$ cat config.mk
export PLATFORM = sky130hd
export DESIGN_NAME = mem_port_arbiter_flat
export DESIGN_NICKNAME = d
export VERILOG_FILES = /design/src/rtl/mem_port_arbiter_if.sv /design/src/rtl/mem_port_arbiter.sv /design/src/flat_wrapper.sv
export SDC_FILE = /design/constraint.sdc
export NUM_CORES = 1
export LEC_CHECK = 0
export ABC_AREA = 1
export ABC_CLOCK_PERIOD_IN_PS = 3000
export CELL_PAD_IN_SITES_DETAIL_PLACEMENT = 1
export CELL_PAD_IN_SITES_GLOBAL_PLACEMENT = 2
export CORE_MARGIN = 2
export CORE_UTILIZATION = 19
export CTS_BUF_LIST = sky130_fd_sc_hd__clkbuf_8
export DETAILED_ROUTE_END_ITERATION = 7
export PLACE_DENSITY_LB_ADDON = 0.1
export SYNTH_ARGS = -nofsm -noshare
export SYNTH_HDL_FRONTEND = slang
export SYNTH_SLANG_ARGS = --single-unit
export TNS_END_PERCENT = 5
$ cat constraint.sdc
create_clock -name clk -period 3 [get_ports clk]
set_input_delay 0.45 -clock clk [delete_from_list [all_inputs] [get_ports clk]]
set_output_delay 0.45 -clock clk [all_outputs]
set_load 0.01 [all_outputs]
$ cat src/rtl/mem_port_arbiter_if.sv
// Bundle of the fetch port, load/store port and memory pins around mem_port_arbiter.
// slave is the arbiter side; master is the requesters plus the memory.
interface mem_port_arbiter_if #(
    parameter int ADDR_WIDTH = 5
);
    logic                  i_req;
    logic [ADDR_WIDTH-1:0] i_addr;
    logic                  i_ack;
    logic [31:0]           i_rdata;

    logic                  d_req;
    logic                  d_we;
    logic [1:0]            d_mode;
    logic [ADDR_WIDTH-1:0] d_addr;
    logic [31:0]           d_wdata;
    logic                  d_ack;
    logic [31:0]           d_rdata;

    logic [ADDR_WIDTH-1:0] mem_addr;
    logic [31:0]           mem_din;
    logic [1:0]            mem_mode;
    logic                  mem_str;
    logic                  mem_ld;
    logic                  mem_sel;
    logic [31:0]           mem_dout;

    modport slave (
        input  i_req, i_addr, d_req, d_we, d_mode, d_addr, d_wdata, mem_dout,
        output i_ack, i_rdata, d_ack, d_rdata,
               mem_addr, mem_din, mem_mode, mem_str, mem_ld, mem_sel
    );

    modport master (
        output i_req, i_addr, d_req, d_we, d_mode, d_addr, d_wdata, mem_dout,
        input  i_ack, i_rdata, d_ack, d_rdata,
               mem_addr, mem_din, mem_mode, mem_str, mem_ld, mem_sel
    );
endinterface

$ cat src/rtl/mem_port_arbiter.sv
// Shares one memory port between fetch (I) and load/store (D): D has priority, a streak limiter
// forces an I grant after STARVE_LIMIT D grants. Define ARB_PERF_CNT_EN to add perf counters.
module mem_port_arbiter #(
    parameter int ADDR_WIDTH   = 5,
    parameter int STARVE_LIMIT = 4
) (
    input logic               clk,
    input logic               clr,
    mem_port_arbiter_if.slave bus
`ifdef ARB_PERF_CNT_EN
    ,
    output logic [15:0]       perf_i_grants,
    output logic [15:0]       perf_d_grants,
    output logic [15:0]       perf_wait_cycles
`endif
);

    typedef enum logic [1:0] {
        IDLE   = 2'd0,
        ACCESS = 2'd1,
        RESP   = 2'd2
    } state_t;

    localparam logic [3:0] LIMIT = 4'(STARVE_LIMIT);

    state_t                state, state_nxt;
    logic                  gnt_d, gnt_d_nxt;
    logic                  rd, rd_nxt;
    logic [3:0]            streak, streak_nxt;
    logic [ADDR_WIDTH-1:0] addr_q, addr_nxt;
    logic [31:0]           din_q, din_nxt;
    logic [1:0]            mode_q, mode_nxt;
    logic                  str_q, str_nxt;
    logic                  ld_q, ld_nxt;
    logic                  sel_q, sel_nxt;
    logic                  i_ack_q, i_ack_nxt;
    logic                  d_ack_q, d_ack_nxt;

    logic any_req;
    logic pick_d;

    assign any_req = bus.i_req || bus.d_req;
    assign pick_d  = bus.d_req && !(bus.i_req && streak == LIMIT);

    always_ff @(posedge clk or posedge clr) begin
        if (clr) begin
            state   <= IDLE;
            gnt_d   <= 1'b0;
            rd      <= 1'b0;
            streak  <= '0;
            addr_q  <= '0;
            din_q   <= '0;
            mode_q  <= '0;
            str_q   <= 1'b0;
            ld_q    <= 1'b0;
            sel_q   <= 1'b0;
            i_ack_q <= 1'b0;
            d_ack_q <= 1'b0;
        end else begin
            state   <= state_nxt;
            gnt_d   <= gnt_d_nxt;
            rd      <= rd_nxt;
            streak  <= streak_nxt;
            addr_q  <= addr_nxt;
            din_q   <= din_nxt;
            mode_q  <= mode_nxt;
            str_q   <= str_nxt;
            ld_q    <= ld_nxt;
            sel_q   <= sel_nxt;
            i_ack_q <= i_ack_nxt;
            d_ack_q <= d_ack_nxt;
        end
    end

    // Memory pin registers are only loaded on the IDLE->ACCESS step, so they read 0 elsewhere.
    always_comb begin
        state_nxt  = state;
        gnt_d_nxt  = gnt_d;
        rd_nxt     = rd;
        streak_nxt = streak;
        addr_nxt   = '0;
        din_nxt    = '0;
        mode_nxt   = '0;
        str_nxt    = 1'b0;
        ld_nxt     = 1'b0;
        sel_nxt    = 1'b0;
        i_ack_nxt  = 1'b0;
        d_ack_nxt  = 1'b0;
        unique case (state)
            IDLE: begin
                if (any_req) begin
                    state_nxt = ACCESS;
                    if (pick_d) begin
                        gnt_d_nxt = 1'b1;
                        addr_nxt  = bus.d_addr;
                        mode_nxt  = bus.d_mode;
                        din_nxt   = bus.d_we ? bus.d_wdata : '0;
                        rd_nxt    = !bus.d_we && (bus.d_mode != 2'b11);
                        if (bus.d_mode != 2'b11) begin
                            sel_nxt = 1'b1;
                            str_nxt = bus.d_we;
                            ld_nxt  = !bus.d_we;
                        end
                        if (!bus.i_req)
                            streak_nxt = '0;
                        else if (streak != LIMIT)
                            streak_nxt = streak + 4'd1;
                    end else begin
                        gnt_d_nxt  = 1'b0;
                        addr_nxt   = bus.i_addr;
                        mode_nxt   = 2'b10;
                        rd_nxt     = 1'b1;
                        sel_nxt    = 1'b1;
                        ld_nxt     = 1'b1;
                        streak_nxt = '0;
                    end
                end
            end
            ACCESS: begin
                state_nxt = RESP;
                i_ack_nxt = !gnt_d;
                d_ack_nxt = gnt_d;
            end
            RESP:    state_nxt = IDLE;
            default: state_nxt = IDLE;
        endcase
    end

    assign bus.mem_addr = addr_q;
    assign bus.mem_din  = din_q;
    assign bus.mem_mode = mode_q;
    assign bus.mem_str  = str_q;
    assign bus.mem_ld   = ld_q;
    assign bus.mem_sel  = sel_q;
    assign bus.i_ack    = i_ack_q;
    assign bus.d_ack    = d_ack_q;

    // Memory output is registered inside the memory, so it is valid during RESP and passed straight through.
    assign bus.i_rdata = i_ack_q ? bus.mem_dout : '0;
    assign bus.d_rdata = (d_ack_q && rd) ? bus.mem_dout : '0;

`ifdef ARB_PERF_CNT_EN
    logic grant_i, grant_d, waiting;

    assign grant_i = (state == IDLE) && any_req && !pick_d;
    assign grant_d = (state == IDLE) && pick_d;
    assign waiting = (bus.i_req && !i_ack_q) || (bus.d_req && !d_ack_q);

    always_ff @(posedge clk or posedge clr) begin
        if (clr) begin
            perf_i_grants    <= '0;
            perf_d_grants    <= '0;
            perf_wait_cycles <= '0;
        end else begin
            if (grant_i && perf_i_grants != '1)
                perf_i_grants <= perf_i_grants + 16'd1;
            if (grant_d && perf_d_grants != '1)
                perf_d_grants <= perf_d_grants + 16'd1;
            if (waiting && perf_wait_cycles != '1)
                perf_wait_cycles <= perf_wait_cycles + 16'd1;
        end
    end
`endif

endmodule
$ cat src/flat_wrapper.sv
// flat-port wrapper written by rule: the top's interface ports become plain ports
module mem_port_arbiter_flat 
#(
    parameter int ADDR_WIDTH   = 5,
    parameter int STARVE_LIMIT = 4
)
  (clk, clr, bus_i_req, bus_i_addr, bus_d_req, bus_d_we, bus_d_mode, bus_d_addr, bus_d_wdata, bus_mem_dout, bus_i_ack, bus_i_rdata, bus_d_ack, bus_d_rdata, bus_mem_addr, bus_mem_din, bus_mem_mode, bus_mem_str, bus_mem_ld, bus_mem_sel);
  mem_port_arbiter_if #(.ADDR_WIDTH(ADDR_WIDTH)) bus_i ();
  input logic clk;
  input logic clr;
  input wire logic [$bits(bus_i.i_req)-1:0] bus_i_req;
  input wire logic [$bits(bus_i.i_addr)-1:0] bus_i_addr;
  input wire logic [$bits(bus_i.d_req)-1:0] bus_d_req;
  input wire logic [$bits(bus_i.d_we)-1:0] bus_d_we;
  input wire logic [$bits(bus_i.d_mode)-1:0] bus_d_mode;
  input wire logic [$bits(bus_i.d_addr)-1:0] bus_d_addr;
  input wire logic [$bits(bus_i.d_wdata)-1:0] bus_d_wdata;
  input wire logic [$bits(bus_i.mem_dout)-1:0] bus_mem_dout;
  output wire logic [$bits(bus_i.i_ack)-1:0] bus_i_ack;
  output wire logic [$bits(bus_i.i_rdata)-1:0] bus_i_rdata;
  output wire logic [$bits(bus_i.d_ack)-1:0] bus_d_ack;
  output wire logic [$bits(bus_i.d_rdata)-1:0] bus_d_rdata;
  output wire logic [$bits(bus_i.mem_addr)-1:0] bus_mem_addr;
  output wire logic [$bits(bus_i.mem_din)-1:0] bus_mem_din;
  output wire logic [$bits(bus_i.mem_mode)-1:0] bus_mem_mode;
  output wire logic [$bits(bus_i.mem_str)-1:0] bus_mem_str;
  output wire logic [$bits(bus_i.mem_ld)-1:0] bus_mem_ld;
  output wire logic [$bits(bus_i.mem_sel)-1:0] bus_mem_sel;
  assign bus_i.i_req = bus_i_req;
  assign bus_i.i_addr = bus_i_addr;
  assign bus_i.d_req = bus_d_req;
  assign bus_i.d_we = bus_d_we;
  assign bus_i.d_mode = bus_d_mode;
  assign bus_i.d_addr = bus_d_addr;
  assign bus_i.d_wdata = bus_d_wdata;
  assign bus_i.mem_dout = bus_mem_dout;
  assign bus_i_ack = bus_i.i_ack;
  assign bus_i_rdata = bus_i.i_rdata;
  assign bus_d_ack = bus_i.d_ack;
  assign bus_d_rdata = bus_i.d_rdata;
  assign bus_mem_addr = bus_i.mem_addr;
  assign bus_mem_din = bus_i.mem_din;
  assign bus_mem_mode = bus_i.mem_mode;
  assign bus_mem_str = bus_i.mem_str;
  assign bus_mem_ld = bus_i.mem_ld;
  assign bus_mem_sel = bus_i.mem_sel;
  mem_port_arbiter #(.ADDR_WIDTH(ADDR_WIDTH), .STARVE_LIMIT(STARVE_LIMIT)) u_core (.clk(clk), .clr(clr), .bus(bus_i));
endmodule
==> results by stage, run 1 <==
Synthesis:
- The share of synthesized area occupied by flip-flops and latches is 0.5034.
- Of the post-synthesis cell area, the dominant cell type holds 0.5034.
- Dividing the synthesized area by the synthesized cell count gives about 7.4 µm².
- The synthesized netlist occupies a cell area of ~2600 µm².
- Synthesis inferred between 50 and 60 register bits.
- By area the synthesized netlist is led by sky130_fd_sc_hd__dfrtp_1 50%, sky130_fd_sc_hd__inv_1 12%, sky130_fd_sc_hd__nand2_1 11%, sky130_fd_sc_hd__nor2_1 10%, sky130_fd_sc_hd__nor2_2 2.9%.
- Yosys mapped a number of flops with a built-in enable equal to 0.
- The biggest area consumer among synthesized cells is sky130_fd_sc_hd__dfrtp_1.
- The commonest register cell after synthesis is sky130_fd_sc_hd__dfrtp_1.
- The synthesized instance count is between 300 and 400.
- In this run, distinct cell masters in the synthesized netlist total 19.
- Yosys printed 0 warnings.
- The synthesized netlist net count is 430.
- The share of flip-flops with an asynchronous set or reset after synthesis is 1.000.

Timing:
- The number of pins with negative max-slew slack in the final report is 0.
- Setup violations remaining at the end of the flow were counted as 0.
- The portion of the clock cycle consumed by the worst path in the final layout is 0.7153.
- The post-route clock skew is ~0.0081 ns.
- For the pin with the worst max-slew slack, the measured transition is ~0.53 ns.
- Setup repair after global routing left no endpoint under its margin.
- The worst pin sits at a relative slew slack of 0.6474.
- The setup TNS is 0 ns.
- The worst path needs between 2 and 2.5 ns of the cycle, external delays included.
- The number of hold violations in the final report is 0.
- The maximum achievable frequency is between 400 and 500 MHz.

Power and ir drop:
- For this design the total switching power over the nets is 0.9510 mW.
- The proportion of total power due to net switching is 0.3541.
- The areal power density over the cells is 566.6 nW/µm².
- The design draws 2.686 mW.
- Of the total power, the clock network draws 0.179.
- Of the total power, combinational logic draws 0.485.
- The internal power of the cells totals approximately 1.7 mW.
- Of the total power, registers draw 0.337.
- IR analysis of the VDD net gives a maximum drop of between 0.0002 and 0.00025 V.
- In this run the static leakage power is approximately 2.4 nW.

Floorplanning:
- The floorplan step set the die width to about 120 µm.
- The die is around 120 µm tall.
- For this configuration, the core starts out at a cell density of 0.1952.
- The number of rows created at floorplan is 42.
- The I/O pin count is approximately 190.
- The placeable core region is 13240 µm².
- The die covers 14550 µm².

Placed design:
- The routability-driven placement congestion ratio is 0.7210.
- In this run the tool buffered the top-level ports with 188 buffer cells.
- The wire-length estimate of the detail-placed layout is roughly 7400 µm.

Hold path:
- Counting instances, the worst hold path has a depth of 1.
- The worst hold path terminates at u_core.bus.i_ack.
- The path type of the worst min-delay path is register to register.
- In this run the most critical hold path is launched from u_core.gnt_d.

Clock network:
- The H-tree was split into 2 levels.
- The CTS tree is yes.
- No sink is reached through more buffers than the 2 on the longest clock path.
- The post-cts repair resize count is 0.
- Buffers added to address setup during post-CTS repair amount to 0.
- The number of CTS-inserted buffers is 5.
- The clock sink total is 52.
- Clock-pin slew was measured on the worst setup and hold paths at 0.09 ns.
- Hold repair after CTS inserted 0 buffers.
- The clock insertion delay at the later pin of the skew report is between 0.3 and 0.4 ns.
- The buffer cell driving the clock tree root is sky130_fd_sc_hd__clkbuf_8.

Global routing:
- The via count of the first global-routing pass is approximately 2900.
- The met3 track demand over resource in global routing is 0.05236.
- The global-route total usage across every layer is 0.1285.
- The initial antenna violation count is 0.
- The first global-routing pass estimated 14710 µm of wire.
- In the global route stage, met2 resource usage came out at 0.2161.
- Entering global routing, the biggest net connects 34 pins.
- Summed over all layers, the global routing overflow is 0.
- The global-route track usage on met1 is 0.1482.
- After global routing, the most crowded layer is met2.

Setup path:
- For this run, the slowest stage of the critical path takes ~0.52 ns.
- The worst setup path is of the register to output port kind.
- The required time of the critical path is 2.55 ns.
- Data arrives at the worst endpoint at between 1.5 and 2 ns.
- STA classifies the critical path startpoint as a register.
- In this run the critical register-to-register path is captured at u_core.bus.mem_din[16].
- The top cell family by delay on the critical path is buffers and inverters.
- Measured in cells, the most critical reg-to-reg path has a length of 8.
- For this design, the slowest cell found on the critical path is sky130_fd_sc_hd__clkdlybuf4s50_1.
- The worst register-to-register path has a setup slack of 1.27 ns.
- The worst setup path is captured at an output port.
- The critical path goes through nand2_1 > buf_4 > nor2_1 > clkdlybuf4s50_1.
- The combined buffer and inverter count along the critical path is 2.
- The largest fanout on the critical path is 32.
- The worst register-to-register path begins at u_core.streak[0].

Finish:
- Of the cells placed in the final design, the portion with a size suffix greater than 1 is 0.07491.
- Relative to the synthesized area, the layout overhead comes to 83.35%.
- The layout filler cell count is approximately 1600.
- At the end of the flow, the number of nets in the layout was a little over 600.
- The antenna diode instance count is 0.
- The library cell used most frequently in the layout, excluding fill and tap cells, is sky130_fd_sc_hd__clkdlybuf4s50_1.
- Leaving out fill and tap cells, the most frequent cells in the layout are 188 x sky130_fd_sc_hd__clkdlybuf4s50_1, 85 x sky130_fd_sc_hd__inv_1, 74 x sky130_fd_sc_hd__nand2_1.

Status:
- The flow ran to the end, and the final reports show no timing, DRC or antenna violations.

Routing:
- For this run, design rule violations remaining after detail routing come to 0.
- The first detailed-routing pass took 4 iterations.
- After the first detailed-routing iteration, the DRC count stood at between 90 and 100.
- Dividing the detail-routed wire length by the instance count gives roughly 13 µm.
- For this block, the via count after detailed routing is around 2700.
- The post-route antenna net violation count is 0.
- Using the TritonRoute via totals, the vias-per-cell ratio works out to a little under 4.
- The routed design has roughly 9300 µm of wire.

Job:
- The total of max-cap violations is 0.
-- routing by layer --
metal / part of all wire / vias up
li1: - / 1340
met4: 0.018 / 0
met2: 0.46 / 135
met5: 0 / -
met3: 0.11 / 11
met1: 0.41 / 1254
-- layout make-up --
class	instances	area, µm²	area share
Clock buffer	5	68.82	0.01452
Clock inverter	3	38.79	0.008184
Inverter	86	322.8	0.06811
Multi-Input combinational cell	193	853.3	0.1800
Sequential cell	52	1301	0.2746
Tap cell	176	220.2	0.04646
Timing Repair Buffer	195	1934	0.4081
-- cells by family (layout without fill, tap and decap cells) --
kind of cell,after synthesis,count (layout),share of synthesized area
DFF,52,52,0.5034
and+or+nand+nor,184,184,0.3006
adders and majority gates,2,2,0.009679
AOI/OAI and AO/OA,6,6,0.01646
buffers and inverters,102,289,0.1665
xor gates and xnor gates,1,1,0.003389
-- per-stage QoR --
| step | hold WS (ns) | instances | instance area [µm²] | worst slack, ns | utilization |
|---|---|---|---|---|---|
| floorplan | 0.4082 | 347 | 2585 | 1.292 | - |
| global placement | 0.4211 | 702 | 4632 | 0.8588 | 0.3498 |
| detailed placement | 0.4473 | 702 | 4632 | 0.8108 | 0.3498 |
| CTS | 0.4612 | 710 | 4740 | 0.8009 | 0.3579 |
| global route | 0.4772 | 710 | 4740 | 0.7280 | 0.3579 |
| finish | 0.4512 | 710 | 4740 | 0.8540 | 0.3579 |
-- power by group through the flow --
stage	logic [mW]	registers (mW)	clock network, mW
after global routing	1.45	0.923	0.530
after CTS	1.34	0.908	0.509
final	1.30	0.904	0.480
after global placement	1.34	0.917	0
after floorplan	0.536	0.963	0
after detailed placement	1.34	0.920	0
-- worst reg2reg max path, delay by kind of cell (launching register included) --
family / cells / cell delay, ns
flip-flops: 1 / 0.43
buffers and inverters: 2 / 0.37
adder cells (fa/ha/maj): 1 / 0.23
AND/OR/NAND/NOR: 5 / 0.62
-- cell usage after synthesis, types with 3 or more instances --
library cell,n
sky130_fd_sc_hd__nand4_1,3
sky130_fd_sc_hd__nand3_1,8
sky130_fd_sc_hd__o21bai_1,5
sky130_fd_sc_hd__nor2_2,12
sky130_fd_sc_hd__buf_6,4
sky130_fd_sc_hd__clkbuf_1,6
sky130_fd_sc_hd__nor2_1,72
sky130_fd_sc_hd__nand2_2,11
sky130_fd_sc_hd__inv_1,85
sky130_fd_sc_hd__nand2_1,74
sky130_fd_sc_hd__buf_2,5
sky130_fd_sc_hd__nor3_1,3
sky130_fd_sc_hd__dfrtp_1,52
-- sequential cells by signal, summed over array words and instances, names as in the netlist, 2 cells and up --
register	count
u_core.bus.mem_din	32
u_core.bus.mem_addr	5
u_core.streak	4
u_core.bus.mem_mode	2
u_core.state	2
-- worst max-delay path by stage --
stage | slack [ns] | depth (start not counted) | end | startpoint
4_1_cts | 0.80 | 4 | bus_d_rdata[1] | u_core.rd
5_1_grt | 0.73 | 4 | bus_i_rdata[1] | u_core.bus.i_ack
3_3_place_gp | 0.86 | 6 | u_core.bus.mem_addr[4] | bus_d_req
6_report | 0.85 | 4 | bus_d_rdata[31] | u_core.rd
2_1_floorplan | 1.29 | 1 | u_core.bus.d_ack | clr
3_5_place_dp | 0.81 | 6 | u_core.bus.mem_din[31] | bus_d_req
(Power assumes the default switching activity.)
==> run 2: changes to the inputs <==
--- a/config.mk
+++ b/config.mk
@@ -6,11 +6,11 @@
 export NUM_CORES = 1
 export LEC_CHECK = 0
 export ABC_AREA = 1
-export ABC_CLOCK_PERIOD_IN_PS = 3000
+export ABC_CLOCK_PERIOD_IN_PS = 2080
 export CELL_PAD_IN_SITES_DETAIL_PLACEMENT = 1
 export CELL_PAD_IN_SITES_GLOBAL_PLACEMENT = 2
 export CORE_MARGIN = 2
-export CORE_UTILIZATION = 19
+export CORE_UTILIZATION = 17
 export CTS_BUF_LIST = sky130_fd_sc_hd__clkbuf_8
 export DETAILED_ROUTE_END_ITERATION = 7
 export PLACE_DENSITY_LB_ADDON = 0.1
==> constraint.sdc (replaced) <==
create_clock -name clk -period 2.08 [get_ports clk]
set_input_delay 0.312 -clock clk [delete_from_list [all_inputs] [get_ports clk]]
set_output_delay 0.312 -clock clk [all_outputs]
set_load 0.01 [all_outputs]
==> run 2 against run 1 <==
Final cell count is 2.3% higher. Non-clock buffer count is 4 higher. Register-to-register slack worse by 0.73 ns. Combinational power is 52% higher. Wire length is 1.2% higher. Global-route usage is 1.0 points lower. Sequential share of layout area is 0.43 points lower. Sequential cell count stayed put. Hold slack worse by 0.095 ns. Clock power is 34% higher. Critical path type unchanged. Largest cell class unchanged.
==> results by stage, run 2 (synthesized netlist as in run 1, its figures left out) <==
Job:
- The total of max-cap violations is 0 (unchanged).

Timing:
- The number of hold violations in the final report is 0 (unchanged).
- The post-route clock skew came to 0.01220 ns (was 0.008053 ns).
- Of the available clock period, the critical path in the final layout requires 0.9351.
- Setup repair after global routing missed its margin: no (unchanged).
- The maximum achievable frequency is between 500 and 600 MHz.
- The remaining max-slew budget at the tightest pin is 0.7519 (was 0.6474).
- The setup TNS is 0 ns (unchanged).
- The number of pins with negative max-slew slack in the final report is 0 (unchanged).
- The actual slew at the worst max-slew pin was 0.3710 ns (was 0.5281 ns).
- The number of endpoints failing setup at the final stage is 0 (unchanged).
- For the finished layout, the period the worst path requires is between 1.5 and 2 ns.
- The worst-case hold slack was 0.3563 ns (was 0.4512 ns).

Clock network:
- The number of buffers on the longest clock path was 2 (unchanged).
- The total setup buffers inserted after CTS is 0 (unchanged).
- The buffer cell driving the clock tree root was sky130_fd_sc_hd__clkbuf_8 (unchanged).
- The clock slew at the register clock pins of the worst setup and hold paths is 0.10 ns (was 0.09 ns).
- The clock sink total is 52 (unchanged).
- The clock insertion delay at the later pin of the skew report is 0.32 ns (was 0.31 ns).
- The CTS tree is yes (unchanged).
- The number of CTS-inserted buffers is 5 (unchanged).
- The hold buffer count at CTS was 0 (unchanged).
- The H-tree depth reported by CTS is 2 (unchanged).
- The post-cts repair resize count is 0 (unchanged).

Power and ir drop:
- The areal power density over the cells is 815.0 nW/µm² (was 566.6 nW/µm²).
- The static power due to leakage is 2.451 nW (was 2.422 nW).
- The peak supply drop is 0.0003070 V (was 0.0002046 V).

Global routing:
- The pin count of the biggest net entering global routing is 53 (was 34).
- The via count of the first global-routing pass came to 2829 (was 2877).
- The global-route wire length before repair was 15190 µm (was 14710 µm).
- The initial antenna violation count is 0 (unchanged).
- The global-route total usage across every layer is 0.1185 (was 0.1285).
- The residual overflow from global routing came to 0 (unchanged).

Routing:
- The total DRC errors in the routed layout is 0 (unchanged).
- The number of vias in the routed layout is 2719 (was 2740).
- The vias per cell is 3.745 (was 3.859).
- The routed wire length is 9425 µm (was 9317 µm).
- The iteration-0 DRC count of the detailed router is 81 (was 93).
- The count of TritonRoute iterations in the first routing pass is 4 (unchanged).
- The routed length per instance is 12.98 µm (was 13.12 µm).
- The post-route antenna net violation count is 0 (unchanged).

Floorplanning:
- The die area is 16210 µm² (was 14550 µm²).
- The initial core utilization is 0.1720 (was 0.1952).
- The height of the chip came to 127.3 µm (was 120.6 µm).
- The number of rows created at floorplan came to 45 (was 42).
- The I/O pin count is 189 (unchanged).
- The placeable core region was 15030 µm² (was 13240 µm²).
- The die span in x was 127.3 µm (was 120.6 µm).

Finish:
- The layout filler cell count was 1807 (was 1596).
- Most used cells in the layout excluding fill and tap cells: 188 x sky130_fd_sc_hd__clkdlybuf4s50_1, 84 x sky130_fd_sc_hd__inv_1, 74 x sky130_fd_sc_hd__nand2_1 (was 188 x sky130_fd_sc_hd__clkdlybuf4s50_1, 85 x sky130_fd_sc_hd__inv_1, 74 x sky130_fd_sc_hd__nand2_1).
- The area added between synthesis and finish came to 86.25% (was 83.35%).
- The post-route standard cell area excluding fillers is 4815 µm² (was 4740 µm²).
- The most frequent standard cell in the layout excluding fill and tap cells is sky130_fd_sc_hd__clkdlybuf4s50_1 (unchanged).
- The antenna diode instance count came to 0 (unchanged).
- The number of flip-flops under the largest register name is 32 (unchanged).
- The utilization after layout is 0.3203 (was 0.3579).
- The proportion of layout cells with a drive suffix above 1 was 0.08364 (was 0.07491).
- The total number of nets in the final design came to 620 (was 616).

Setup path:
- The largest fanout on the critical path is 32 (unchanged).
- The number of cells on the worst reg-to-reg path is 8 (unchanged).
- The type of the worst setup path is register to output port (unchanged).
- The worst flop-to-flop path endpoint was u_core.bus.mem_din[4] (was u_core.bus.mem_din[16]).
- The internal reg-to-reg setup slack was 0.54 ns (was 1.27 ns).
- The required time of the critical path is 1.77 ns (was 2.55 ns).
- The kind of start point of the critical path is a register (unchanged).
- The endpoint kind of the worst setup timing path is an output port (unchanged).
- The startpoint of the lowest-slack register-to-register path is u_core.streak[0] (unchanged).
- The data arrival time of the critical path came to 1.63 ns (was 1.70 ns).

Placed design:
- The routability-driven placement congestion ratio is 0.6956 (was 0.7210).
- The placed standard-cell area is 4715 µm² (was 4632 µm²).
- The number of port buffers is 188 (unchanged).
- The half-perimeter wire length after detailed placement is 7319 µm (was 7370 µm).

Hold path:
- The path type of the worst min-delay path is primary input to asynchronous set/reset pin (was register to register).

Status:
- Status: finished clean (unchanged).
==> run 2: report_power, final <==
group	total (mW)	internal (mW)	switching (mW)
Sequential	1.31	1.21	0.103
Combinational	1.97	1.01	0.962
Clock	0.642	0.273	0.369
==> run 2: critical path: stages, from the launching register on <==
cell,delay [ns]
sky130_fd_sc_hd__dfrtp_1,0.37
sky130_fd_sc_hd__nand2_1,0.09
sky130_fd_sc_hd__buf_12,0.18
sky130_fd_sc_hd__nor2_1,0.10
sky130_fd_sc_hd__clkdlybuf4s50_1,0.57
==> run 2: through the flow <==
stage | power [mW] | std cells | setup WS, ns
2_1_floorplan | 2.163 | 347 | 0.5101
3_3_place_gp | 3.323 | 718 | 0.2530
3_5_place_dp | 3.346 | 718 | 0.2351
4_1_cts | 4.009 | 726 | 0.07924
5_1_grt | 4.242 | 726 | 0.01014
6_report | 3.924 | 726 | 0.1350
==> run 2: worst max path at each step <==
stage,startpoint,endpoint,slack [ns],cells after the start
2_1_floorplan,clr,u_core.bus.d_ack,0.51,1
3_3_place_gp,bus_mem_dout[20],bus_d_rdata[20],0.25,4
3_5_place_dp,bus_d_req,u_core.streak[3],0.24,6
4_1_cts,u_core.bus.i_ack,bus_i_rdata[29],0.08,4
5_1_grt,u_core.bus.d_ack,bus_d_rdata[8],0.01,4
6_report,u_core.bus.d_ack,bus_d_rdata[28],0.14,4
==> run 2: cell type report <==
cell class	count	area, µm²	area share
sequential	52	1301	0.2703
clock inverter	2	13.76	0.002859
clock buffer	6	82.58	0.01715
tap	188	235.2	0.04886
multi-input combinational	193	853.3	0.1772
inverter	86	322.8	0.06705
timing repair buffer	199	2006	0.4166
==> run 2: routing by layer <==
layer / track usage / part of all wire
met1: 0.1442 / 0.42
met2: 0.1972 / 0.46
met3: 0.04648 / 0.11
met4: 0.02909 / 0.011
met5: 0 / 0
